$ cat src/rtl/adc16dv160_capture_ctrl_pkg.sv
// adc16dv160_input_common: shared widths and capture FSM state encoding
package adc16dv160_input_common;
   localparam int DATA_W = 16;
   localparam int CNT_W  = 32;
   typedef enum logic [1:0] {IDLE, ARM, CAPTURE, DRAIN} capture_state_t;
endpackage

$ cat src/rtl/adc16dv160_capture_ctrl_if.sv
// adc16dv160_capture_ctrl_if: ADC sample input and AXI-Stream output bundle of the capture controller
interface adc16dv160_capture_ctrl_if;
   import adc16dv160_input_common::*;
   logic [DATA_W-1:0] adc_data;
   logic              adc_valid;
   logic [DATA_W-1:0] m_axis_tdata;
   logic              m_axis_tvalid;
   logic              m_axis_tlast;
   logic              m_axis_tready;
   modport master (input adc_data, adc_valid, m_axis_tready, output m_axis_tdata, m_axis_tvalid, m_axis_tlast);
   modport slave (output adc_data, adc_valid, m_axis_tready, input m_axis_tdata, m_axis_tvalid, m_axis_tlast);
endinterface

$ cat src/rtl/adc16dv160_capture_ctrl_run_detect.sv
// adc16dv160_run_detect: signed threshold compare feeding a saturating run-length counter
module adc16dv160_run_detect
   import adc16dv160_input_common::*;
#(
   parameter bit BELOW = 1'b0
) (
   input  logic                     ACLK,
   input  logic                     ARESET,
   input  logic                     clr,
   input  logic                     en,
   input  logic signed [DATA_W-1:0] sample,
   input  logic signed [DATA_W-1:0] thr,
   output logic        [CNT_W-1:0]  run
);
   logic [CNT_W-1:0] cnt;
   logic             hit;
   assign hit = BELOW ? (sample < thr) : (sample >= thr);
   // run length including the current sample, so the caller can act on the completing sample
   always_comb run = !en ? cnt : !hit ? '0 : &cnt ? cnt : cnt + CNT_W'(1);
   // a new frame starts with an empty run
   always_ff @(posedge ACLK) cnt <= (ARESET || clr) ? '0 : run;
endmodule

$ cat src/rtl/adc16dv160_capture_ctrl.sv
// adc16dv160_capture_ctrl: sequences ADC capture frames onto AXI-Stream; ADC16DV160_CAPTURE_TEST_EN adds a per-frame ramp source
module adc16dv160_capture_ctrl
   import adc16dv160_input_common::*;
(
   input  logic                      ACLK,
   input  logic                      ARESET,
   input  logic                      cr_start,
   input  logic                      cr_test,
   input  logic                      cr_rt,
   input  logic                      cr_ls,
   input  logic [CNT_W-1:0]          dsize,
   input  logic [DATA_W-1:0]         ls_start_thr,
   input  logic [DATA_W-1:0]         ls_stop_thr,
   input  logic [CNT_W-1:0]          ls_n_start,
   input  logic [CNT_W-1:0]          ls_n_stop,
   adc16dv160_capture_ctrl_if.master axis,
   output logic                      busy,
   output logic                      done,
   output logic                      overflow
);
   capture_state_t           state;
   logic [CNT_W-1:0]         sh_dsize, sh_n_start, sh_n_stop, cnt, start_run, stop_run;
   logic signed [DATA_W-1:0] sh_start_thr, sh_stop_thr, sample;
   logic                     sh_rt, sh_ls, go, beat_end, rearm, frame_init, start_met, cap, full, last;
   assign go         = state == IDLE && cr_start && dsize != '0;
   assign beat_end   = axis.m_axis_tvalid && axis.m_axis_tready && axis.m_axis_tlast;
   assign rearm      = state == DRAIN && beat_end && sh_rt && cr_rt;
   assign frame_init = go || rearm;
   assign start_met  = state == ARM && axis.adc_valid && start_run >= (sh_n_start == '0 ? CNT_W'(1) : sh_n_start);
   assign cap        = axis.adc_valid && (state == CAPTURE || start_met);
   assign full       = axis.m_axis_tvalid && !axis.m_axis_tready;
   assign last       = cnt == sh_dsize - CNT_W'(1) || (sh_ls && sh_n_stop != '0 && stop_run >= sh_n_stop);
   assign busy       = state != IDLE;
`ifdef ADC16DV160_CAPTURE_TEST_EN
   logic              sh_test;
   logic [DATA_W-1:0] ramp;
   // ramp restarts every frame and advances on each ADC strobe while the frame is live
   always_ff @(posedge ACLK) begin
      if (ARESET) begin
         sh_test <= 1'b0;
         ramp    <= '0;
      end else begin
         if (go) sh_test <= cr_test;
         if (frame_init) ramp <= '0;
         else if (axis.adc_valid && (state == ARM || state == CAPTURE)) ramp <= ramp + DATA_W'(1);
      end
   end
   assign sample = sh_test ? $signed(ramp) : $signed(axis.adc_data);
`else
   logic unused;
   assign unused = cr_test;
   assign sample = $signed(axis.adc_data);
`endif
   adc16dv160_run_detect #(.BELOW(1'b0)) start_det (
      .ACLK, .ARESET, .clr(frame_init), .en(state == ARM && axis.adc_valid),
      .sample, .thr(sh_start_thr), .run(start_run)
   );
   adc16dv160_run_detect #(.BELOW(1'b1)) stop_det (
      .ACLK, .ARESET, .clr(frame_init), .en(cap),
      .sample, .thr(sh_stop_thr), .run(stop_run)
   );
   // capture sequencer: shadows config, owns the single output register and status flags
   always_ff @(posedge ACLK) begin
      if (ARESET) begin
         state              <= IDLE;
         sh_dsize           <= '0;
         sh_n_start         <= '0;
         sh_n_stop          <= '0;
         sh_start_thr       <= '0;
         sh_stop_thr        <= '0;
         sh_rt              <= 1'b0;
         sh_ls              <= 1'b0;
         cnt                <= '0;
         axis.m_axis_tdata  <= '0;
         axis.m_axis_tvalid <= 1'b0;
         axis.m_axis_tlast  <= 1'b0;
         done               <= 1'b0;
         overflow           <= 1'b0;
      end else begin
         done <= 1'b0;
         if (axis.m_axis_tvalid && axis.m_axis_tready) begin
            axis.m_axis_tvalid <= 1'b0;
            axis.m_axis_tlast  <= 1'b0;
         end
         case (state)
            IDLE: if (cr_start) begin
               overflow <= 1'b0;
               done     <= dsize == '0;
               if (go) begin
                  sh_dsize     <= dsize;
                  sh_n_start   <= ls_n_start;
                  sh_n_stop    <= ls_n_stop;
                  sh_start_thr <= ls_start_thr;
                  sh_stop_thr  <= ls_stop_thr;
                  sh_rt        <= cr_rt;
                  sh_ls        <= cr_ls;
                  cnt          <= '0;
                  state        <= cr_ls ? ARM : CAPTURE;
               end
            end
            ARM, CAPTURE: if (cap) begin
               if (full) overflow <= 1'b1;
               else begin
                  axis.m_axis_tdata  <= sample;
                  axis.m_axis_tvalid <= 1'b1;
                  axis.m_axis_tlast  <= last;
                  cnt                <= cnt + CNT_W'(1);
               end
               state <= !full && last ? DRAIN : CAPTURE;
            end
            default: if (beat_end) begin
               done  <= 1'b1;
               cnt   <= '0;
               state <= rearm ? (sh_ls ? ARM : CAPTURE) : IDLE;
            end
         endcase
      end
   end
endmodule
$ cat src/flat_wrapper.sv
// flat-port wrapper written by rule: the top's interface ports become plain ports
module adc16dv160_capture_ctrl_flat import adc16dv160_input_common::*;
  (ACLK, ARESET, cr_start, cr_test, cr_rt, cr_ls, dsize, ls_start_thr, ls_stop_thr, ls_n_start, ls_n_stop, busy, done, overflow, axis_adc_data, axis_adc_valid, axis_m_axis_tready, axis_m_axis_tdata, axis_m_axis_tvalid, axis_m_axis_tlast);
  adc16dv160_capture_ctrl_if axis_i ();
  input  logic ACLK;
  input  logic ARESET;
  input  logic cr_start;
  input  logic cr_test;
  input  logic cr_rt;
  input  logic cr_ls;
  input  logic [CNT_W-1:0] dsize;
  input  logic [DATA_W-1:0] ls_start_thr;
  input  logic [DATA_W-1:0] ls_stop_thr;
  input  logic [CNT_W-1:0] ls_n_start;
  input  logic [CNT_W-1:0] ls_n_stop;
  output logic busy;
  output logic done;
  output logic overflow;
  input wire logic [$bits(axis_i.adc_data)-1:0] axis_adc_data;
  input wire logic [$bits(axis_i.adc_valid)-1:0] axis_adc_valid;
  input wire logic [$bits(axis_i.m_axis_tready)-1:0] axis_m_axis_tready;
  output wire logic [$bits(axis_i.m_axis_tdata)-1:0] axis_m_axis_tdata;
  output wire logic [$bits(axis_i.m_axis_tvalid)-1:0] axis_m_axis_tvalid;
  output wire logic [$bits(axis_i.m_axis_tlast)-1:0] axis_m_axis_tlast;
  assign axis_i.adc_data = axis_adc_data;
  assign axis_i.adc_valid = axis_adc_valid;
  assign axis_i.m_axis_tready = axis_m_axis_tready;
  assign axis_m_axis_tdata = axis_i.m_axis_tdata;
  assign axis_m_axis_tvalid = axis_i.m_axis_tvalid;
  assign axis_m_axis_tlast = axis_i.m_axis_tlast;
  adc16dv160_capture_ctrl u_core (.ACLK(ACLK), .ARESET(ARESET), .cr_start(cr_start), .cr_test(cr_test), .cr_rt(cr_rt), .cr_ls(cr_ls), .dsize(dsize), .ls_start_thr(ls_start_thr), .ls_stop_thr(ls_stop_thr), .ls_n_start(ls_n_start), .ls_n_stop(ls_n_stop), .axis(axis_i), .busy(busy), .done(done), .overflow(overflow));
endmodule
$ cat config.mk
export PLATFORM = sky130hd
export DESIGN_NAME = adc16dv160_capture_ctrl_flat
export DESIGN_NICKNAME = d
export VERILOG_FILES = /design/src/rtl/adc16dv160_capture_ctrl_pkg.sv /design/src/rtl/adc16dv160_capture_ctrl_if.sv /design/src/rtl/adc16dv160_capture_ctrl_run_detect.sv /design/src/rtl/adc16dv160_capture_ctrl.sv /design/src/flat_wrapper.sv
export SDC_FILE = /design/constraint.sdc
export NUM_CORES = 1
export LEC_CHECK = 0
export ABC_AREA = 1
export CORE_ASPECT_RATIO = 0.8
export CORE_UTILIZATION = 60
export CTS_BUF_LIST = sky130_fd_sc_hd__clkbuf_8
export DETAILED_ROUTE_END_ITERATION = 8
export GPL_TIMING_DRIVEN = 0
export PLACE_DENSITY = 0.95
export SETUP_SLACK_MARGIN = 0.1
export SYNTH_ARGS = -nofsm -noshare
export SYNTH_HDL_FRONTEND = slang
export SYNTH_SLANG_ARGS = --single-unit
$ cat constraint.sdc
create_clock -name ACLK -period 11 [get_ports ACLK]
set_input_delay 2.2 -clock ACLK [delete_from_list [all_inputs] [get_ports ACLK]]
set_output_delay 2.2 -clock ACLK [all_outputs]
set_load 0.01 [all_outputs]
==> results.txt, run 1 <==
Largest net degree at the start of global routing - 11
Initial antenna violation count - 1
# fillers - 2022
Post-layout util - 0.739
Placement Cell Area - 0.0181 mm2
Critical path launch point type - input pin
Critical Path Source - axis_adc_data[5]
Area leader, netlist - dfxtp_1
Clk root buf - clkbuf_8
First-pass GRT wire length - 81.4 mm
Worst Path Arrival - 9.44 ns
# rows - 52
R2R cell count - 42
Vias per Instance - 5.67
Starting Density - 0.620
Clk slew on worst S/H paths - 0.07 ns
Slew margin rel. - 0.365
Fmax - 0.112 GHz
HP Class - reg -> reg
Clk buf depth - 3
Total global routing overflow - 0
Worst R2R Start - u_core.sh_start_thr[5]$_SDFFE_PP0P_
Die Area - 0.0272 mm2
Seq/Total Area, Yosys - 0.312
Area growth from synthesis to layout - 19.2%
Placed wire-length estimate - 39.7 mm
Top Ports - 173
Post-CTS setup buffer count - 0
Top cells by count, synth - nand2_1, inv_1, nor2_1
Sum Neg Setup Slack - 0 ns
Syn Std Cell Area - 0.0159 mm2
CP max stage cell - nor4b_1
Hold Fails Final Rpt - 0
Tcrit/Tclk final - 0.811
Max IR drop VDD - 0.111 mV
Via count - 16879
Pre-Repair DR Iteration Count - 6
Most instantiated library cell after synthesis - nand2_1
Share of the synthesized area in the top cell type - 0.312
Final setup fails - 0
Resized Gates After CTS - 0
Clock Latency Late Sink - 0.58 ns
Global-route usage over all layers - 0.379
Vias in the first global route - 16219
Synth unique cells - 54
Die X - 184 um
CP Capture Type - flip-flop
Hold path depth - 2
Inserted Diodes - 0
Nets - 2847
Slew @ Worst Pin - 0.952 ns
Min Tclk post-route - 8.92 ns
Clock sink count - 248
Drt total wl - 51.9 mm
RSZ-0062 raised after global routing - false
I/O Buffers - 170
CTS tree - built
Vert. Die Dim - 148 um
EDFF count, synth - 0
Fin area - 0.0190 mm2
Area of the core - 0.0257 mm2
Layout cell share with drive strength beyond 1 - 0.0842
Synthesized flop and latch total - 248
Maximum capacitance violations - 0
Max stage delay on crit path - 0.58 ns
Residual DRC - 0
Synth Net Count - 2634
Synth top area cells - dfxtp_1, nand2_1, ha_1
Reg-to-Reg End - u_core.state[0]$_SDFFE_PP0P_
Worst path required time - 11.52 ns
Crit Path Max Fanout - 10
Leak Pwr - 8.19 nW
Worst hold path endpoint - u_core.sh_stop_thr[3]$_SDFFE_PP0P_
Syn Inst Count - 2379
Most common flop cell mapped by yosys - dfxtp_1
Top cell by count, worst path - nand2_1
Initial DRC Count - 1478
PwrDens - 190 mW/mm2
Critical hold path startpoint - u_core.sh_stop_thr[3]$_SDFFE_PP0P_
Clock skew - 0.0161 ns
CTS H-tree depth - 2
CTS buffer count - 41
Post-CTS Hold Buffers - 0
Fraction of registers with async set/reset - 0
Syn avg cell area - 6.69 um2
Max Slew Vio Count - 0
Pwr Total - 3.60 mW
Post-route ant nets - 0
Gpl congestion - 0.975
Status - completed
Register-to-register setup slack - 3.91 ns
Syn. warnings - 0
WS Path Type - in -> reg
Routed len/inst - 17.4 um
[sequential cells by signal, summed over array words and instances (netlist names)]
signal,flops
u_core.stop_det.cnt,32
u_core.axis.m_axis_tdata,16
u_core.start_det.cnt,32
u_core.sh_start_thr,16
u_core.state,2
u_core.axis.m_axis_tvalid,1
u_core.sh_rt,1
u_core.sh_ls,1
u_core.sh_n_start,32
u_core.sh_dsize,32
u_core.overflow,1
u_core.axis.m_axis_tlast,1
u_core.sh_stop_thr,16
u_core.cnt,32
u_core.sh_n_stop,32
u_core.done,1
[cell usage in the layout, fill, tap and decap left out, types with 8 or more instances in the layout]
cell type | netlist | layout
o21ai_1 | 9 | 9
clkdlybuf4s50_1 | 0 | 170
inv_2 | 35 | 35
nand2_2 | 17 | 17
ha_1 | 103 | 103
nand4_1 | 53 | 53
nor2_1 | 285 | 285
nor3_1 | 74 | 74
nand3_1 | 56 | 56
clkbuf_1 | 49 | 49
nor3_2 | 8 | 8
xnor2_1 | 30 | 30
a21oi_1 | 197 | 197
o21ai_0 | 176 | 176
nor4_2 | 9 | 9
nor4_1 | 35 | 35
inv_1 | 296 | 305
xor2_1 | 64 | 64
buf_4 | 8 | 8
clkinv_2 | 0 | 8
nor2_2 | 23 | 23
clkbuf_8 | 0 | 51
dfxtp_1 | 248 | 248
nand2_1 | 502 | 502
buf_2 | 24 | 24
[per-stage QoR]
step	hold WS (ns)	instances	setup WS, ns
2_1_floorplan	0.433	2379	4.40
3_3_place_gp	0.442	2900	1.94
3_5_place_dp	0.451	2900	1.94
4_1_cts	0.466	2975	2.46
5_1_grt	0.487	2975	1.90
6_report	0.469	2975	2.08
[kinds of logic after synthesis]
| logic type | synth area share |
|---|---|
| AND/OR/NAND/NOR | 0.316 |
| flip-flops | 0.312 |
| adder cells (fa/ha/maj) | 0.0809 |
| buffers and inverters | 0.104 |
| XOR/XNOR | 0.0556 |
| AO/OA/AOI/OAI | 0.131 |
[how the worst max path moves through the flow]
stage                     slack, ns                           end
after CTS                      2.46  u_core.state[0]$_SDFFE_PP0P_
after detailed placement       1.94  u_core.state[0]$_SDFFE_PP0P_
after global placement         1.94  u_core.state[0]$_SDFFE_PP0P_
after global routing           1.90  u_core.state[0]$_SDFFE_PP0P_
final                          2.08  u_core.state[0]$_SDFFE_PP0P_
after floorplan                4.40  u_core.state[0]$_SDFFE_PP0P_
[layer usage]
layer,track usage,share of wire,vias up
li1,-,-,8132
met1,0.495,0.42,7718
met2,0.592,0.42,872
met3,0.0958,0.12,155
met4,0.162,0.041,2
met5,0,0.00025,-
[power breakdown]
group / leakage, nW / internal, mW / switching, mW
clock: 0.503 / 0.515 / 0.414
combinational: 5.66 / 0.512 / 1.00
sequential: 2.03 / 1.05 / 0.101
[critical path, delay by kind of cell]
kind,cells,cell delay [ns]
simple gates,23,3.47
buf+inv,8,1.70
compound gates,8,1.11
fa+ha+maj,3,0.95
[area by class of cell]
class,instances,area [um2],area share
timing repair buffer,170,1700,0.0896
multi-input combinational,1710,9300,0.490
tap,351,439,0.0231
clock buffer,51,702,0.0370
inverter,334,1250,0.0660
buffer,87,409,0.0216
clock inverter,24,216,0.0114
sequential,248,4960,0.262
(Power assumes the default switching activity.)
==> inputs of run 2 (changes only) <==
- CORE_UTILIZATION: 60 -> 54
- PLACE_DENSITY: 0.95 -> 0.91
- clock period: 11 -> 8.2 ns (I/O delays scaled with it)
==> run 2 against run 1 <==
Compared with the run above: highest routed layer unchanged; final area shrank 0.12%; flip-flop and latch count is the same; sequential share of layout area is essentially flat; non-clock buffer count is the same; worst hold slack lost 0.0077 ns; final cell count grew 0.57%.
==> results.txt, run 2 (same netlist as run 1, synthesis figures left out) <==
Met3 Resource Use GR - 0.0629 (-0.0329)
Post-CTS setup buffer count - 0 (unchanged)
Worst Path Arrival - 8.27 ns (-1.17 ns)
Global-route usage over all layers - 0.335 (-0.0437)
I/O Buffers - 170 (unchanged)
Pre-Repair DR Iteration Count - 5 (-1)
Largest net degree at the start of global routing - 13 (+2)
Placed wire-length estimate - 39.6 mm (about the same)
Crit Path Max Fanout - 10 (unchanged)
GR Layer Usage met2 - 0.530 (-0.0613)
Sw Ratio - 0.426 (+0.00468)
Die Area - 0.0302 mm2 (+11%)
Flop pwr share - 0.327 (+0.006)
WS Path Type - in -> reg
# rows - 55 (+5.8%)
Residual DRC - 0 (unchanged)
CTS tree - built
Drt total wl - 51.0 mm (-1.6%)
Vias per Instance - 5.61 (-1.0%)
Inserted Diodes - 0 (unchanged)
Clock Latency Late Sink - 0.60 ns (+0.02 ns)
Leak Pwr - 8.19 nW (about the same)
Fmax - 0.129 GHz
Int Pwr - 2.71 mW (+30%)
Nets - 2849 (+0.070%)
Area of the core - 0.0286 mm2 (+11%)
Total global routing overflow - 0 (unchanged)
Worst path bufs/invs - 8 (unchanged)
Clk buf depth - 3 (unchanged)
First-pass GRT wire length - 81.2 mm (-0.25%)
Via count - 16799 (-0.47%)
Fin area - 0.0190 mm2 (-0.12%)
Area growth from synthesis to layout - 19.1%
Critical path launch point type - input pin
Initial antenna violation count - 1 (unchanged)
Slew margin rel. - 0.354 (-0.0112)
Max Slew Vio Count - 0 (unchanged)
CP Capture Type - flip-flop
Power share of the clock group - 0.245 (-0.013)
Hold Fails Final Rpt - 0 (unchanged)
Vert. Die Dim - 156 um (+5.3%)
Die X - 194 um (+5.3%)
Initial DRC Count - 1571 (+6.3%)
HP Class - reg -> reg
Post-route ant nets - 0 (unchanged)
Max stage delay on crit path - 0.51 ns (-0.07 ns)
PwrDens - 249 mW/mm2 (+32%)
Commonest non-fill, non-tap cells in the layout - nand2_1, inv_1, nor2_1, dfxtp_1, a21oi_1
Top cell by count, worst path - nand2_1
Status - completed
CP max stage cell - clkdlybuf4s50_1
Sum Neg Setup Slack - 0 ns (unchanged)
Crit path max-delay family - simple AND/OR/NAND/NOR gates
Clk slew on worst S/H paths - 0.06 ns (about the same)
Placement Cell Area - 0.0181 mm2 (+0.13%)
RSZ-0062 raised after global routing - false
Gpl congestion - 0.952 (-2.4%)
Layout cell share with drive strength beyond 1 - 0.0828 (-0.00146)
Worst path required time - 8.74 ns (-2.78 ns)
Clock sink count - 248 (unchanged)
Max IR drop VDD - 0.151 mV (+36%)
Maximum capacitance violations - 0 (unchanged)
Comb power frac - 0.428 (+0.007)
Tcrit/Tclk final - 0.943
NetSw - 2.02 mW (+33%)
Clk root buf - clkbuf_8
GR Util met1 - 0.461 (-0.0338)
Clock skew - 0.0280 ns (+0.0119 ns)
Post-CTS Hold Buffers - 0 (unchanged)
Most common cell after layout, fill and taps aside - nand2_1
Vias in the first global route - 15945 (-1.7%)
Min Tclk post-route - 7.73 ns
Starting Density - 0.556 (-0.0634)
Final setup fails - 0 (unchanged)
CTS H-tree depth - 2 (unchanged)
Slew @ Worst Pin - 0.969 ns (+0.0169 ns)
Routed len/inst - 17.1 um (-2.2%)
Layer with the highest usage - met2
Resized Gates After CTS - 0 (unchanged)
Top Ports - 173 (unchanged)
Pwr Total - 4.73 mW (+31%)
CTS buffer count - 43 (+4.9%)
# fillers - 2499 (+24%)
[run 2: layer usage]
| metal | up-vias | part of all wire |
|---|---|---|
| met3 | 119 | 0.094 |
| met1 | 7776 | 0.45 |
| met4 | 2 | 0.027 |
| met5 | - | 0.00025 |
| li1 | 8132 | - |
| met2 | 770 | 0.42 |
[run 2: worst reg2reg max path, delay by kind of cell (launching register included)]
kind / cells / cell delay (ns)
AND/OR/NAND/NOR: 24 / 2.62
flip-flops: 1 / 0.31
adder cells (fa/ha/maj): 3 / 0.91
AO/OA/AOI/OAI: 9 / 1.35
buffers and inverters: 9 / 1.23
[run 2: final timing paths]
path,slack [ns],from,cells past startpoint,endpoint
worst max-delay path,0.47,axis_adc_data[9],44,u_core.state[0]$_SDFFE_PP0P_
worst min-delay path,0.46,u_core.sh_start_thr[3]$_SDFFE_PP0P_,2,u_core.sh_start_thr[3]$_SDFFE_PP0P_
worst max register to register,1.72,u_core.sh_start_thr[1]$_SDFFE_PP0P_,45,u_core.state[0]$_SDFFE_PP0P_
worst min register to register,0.46,u_core.sh_start_thr[3]$_SDFFE_PP0P_,2,u_core.sh_start_thr[3]$_SDFFE_PP0P_
[run 2: per-stage QoR]
step	setup WS [ns]	std cells	hold slack, ns	utilization
after global placement	-0.269	2919	0.444	0.632
after detailed placement	-0.426	2919	0.454	0.632
after global routing	0.0680	2992	0.480	0.662
after CTS	0.159	2992	0.462	0.661
final	0.468	2992	0.461	0.662
after floorplan	2.16	2379	0.433	-
[run 2: power by group through the flow]
stage,clock network [mW],logic [mW],registers [mW]
finish,1.16,2.03,1.55
global route,1.21,2.24,1.57
CTS,1.16,1.97,1.54
detailed placement,0,1.95,1.56
global placement,0,1.87,1.55
floorplan,0,1.37,1.53
[run 2: cell type report]
cell class	instances	area [um2]	area share
plain buffers	87	412	0.0217
clock buffers	49	674	0.0356
clock inverters	24	165	0.00871
inverters	334	1250	0.0661
multi-input cells	1710	9330	0.492
flip-flops and latches	248	4960	0.262
well taps	370	463	0.0244
repair buffers	170	1700	0.0897
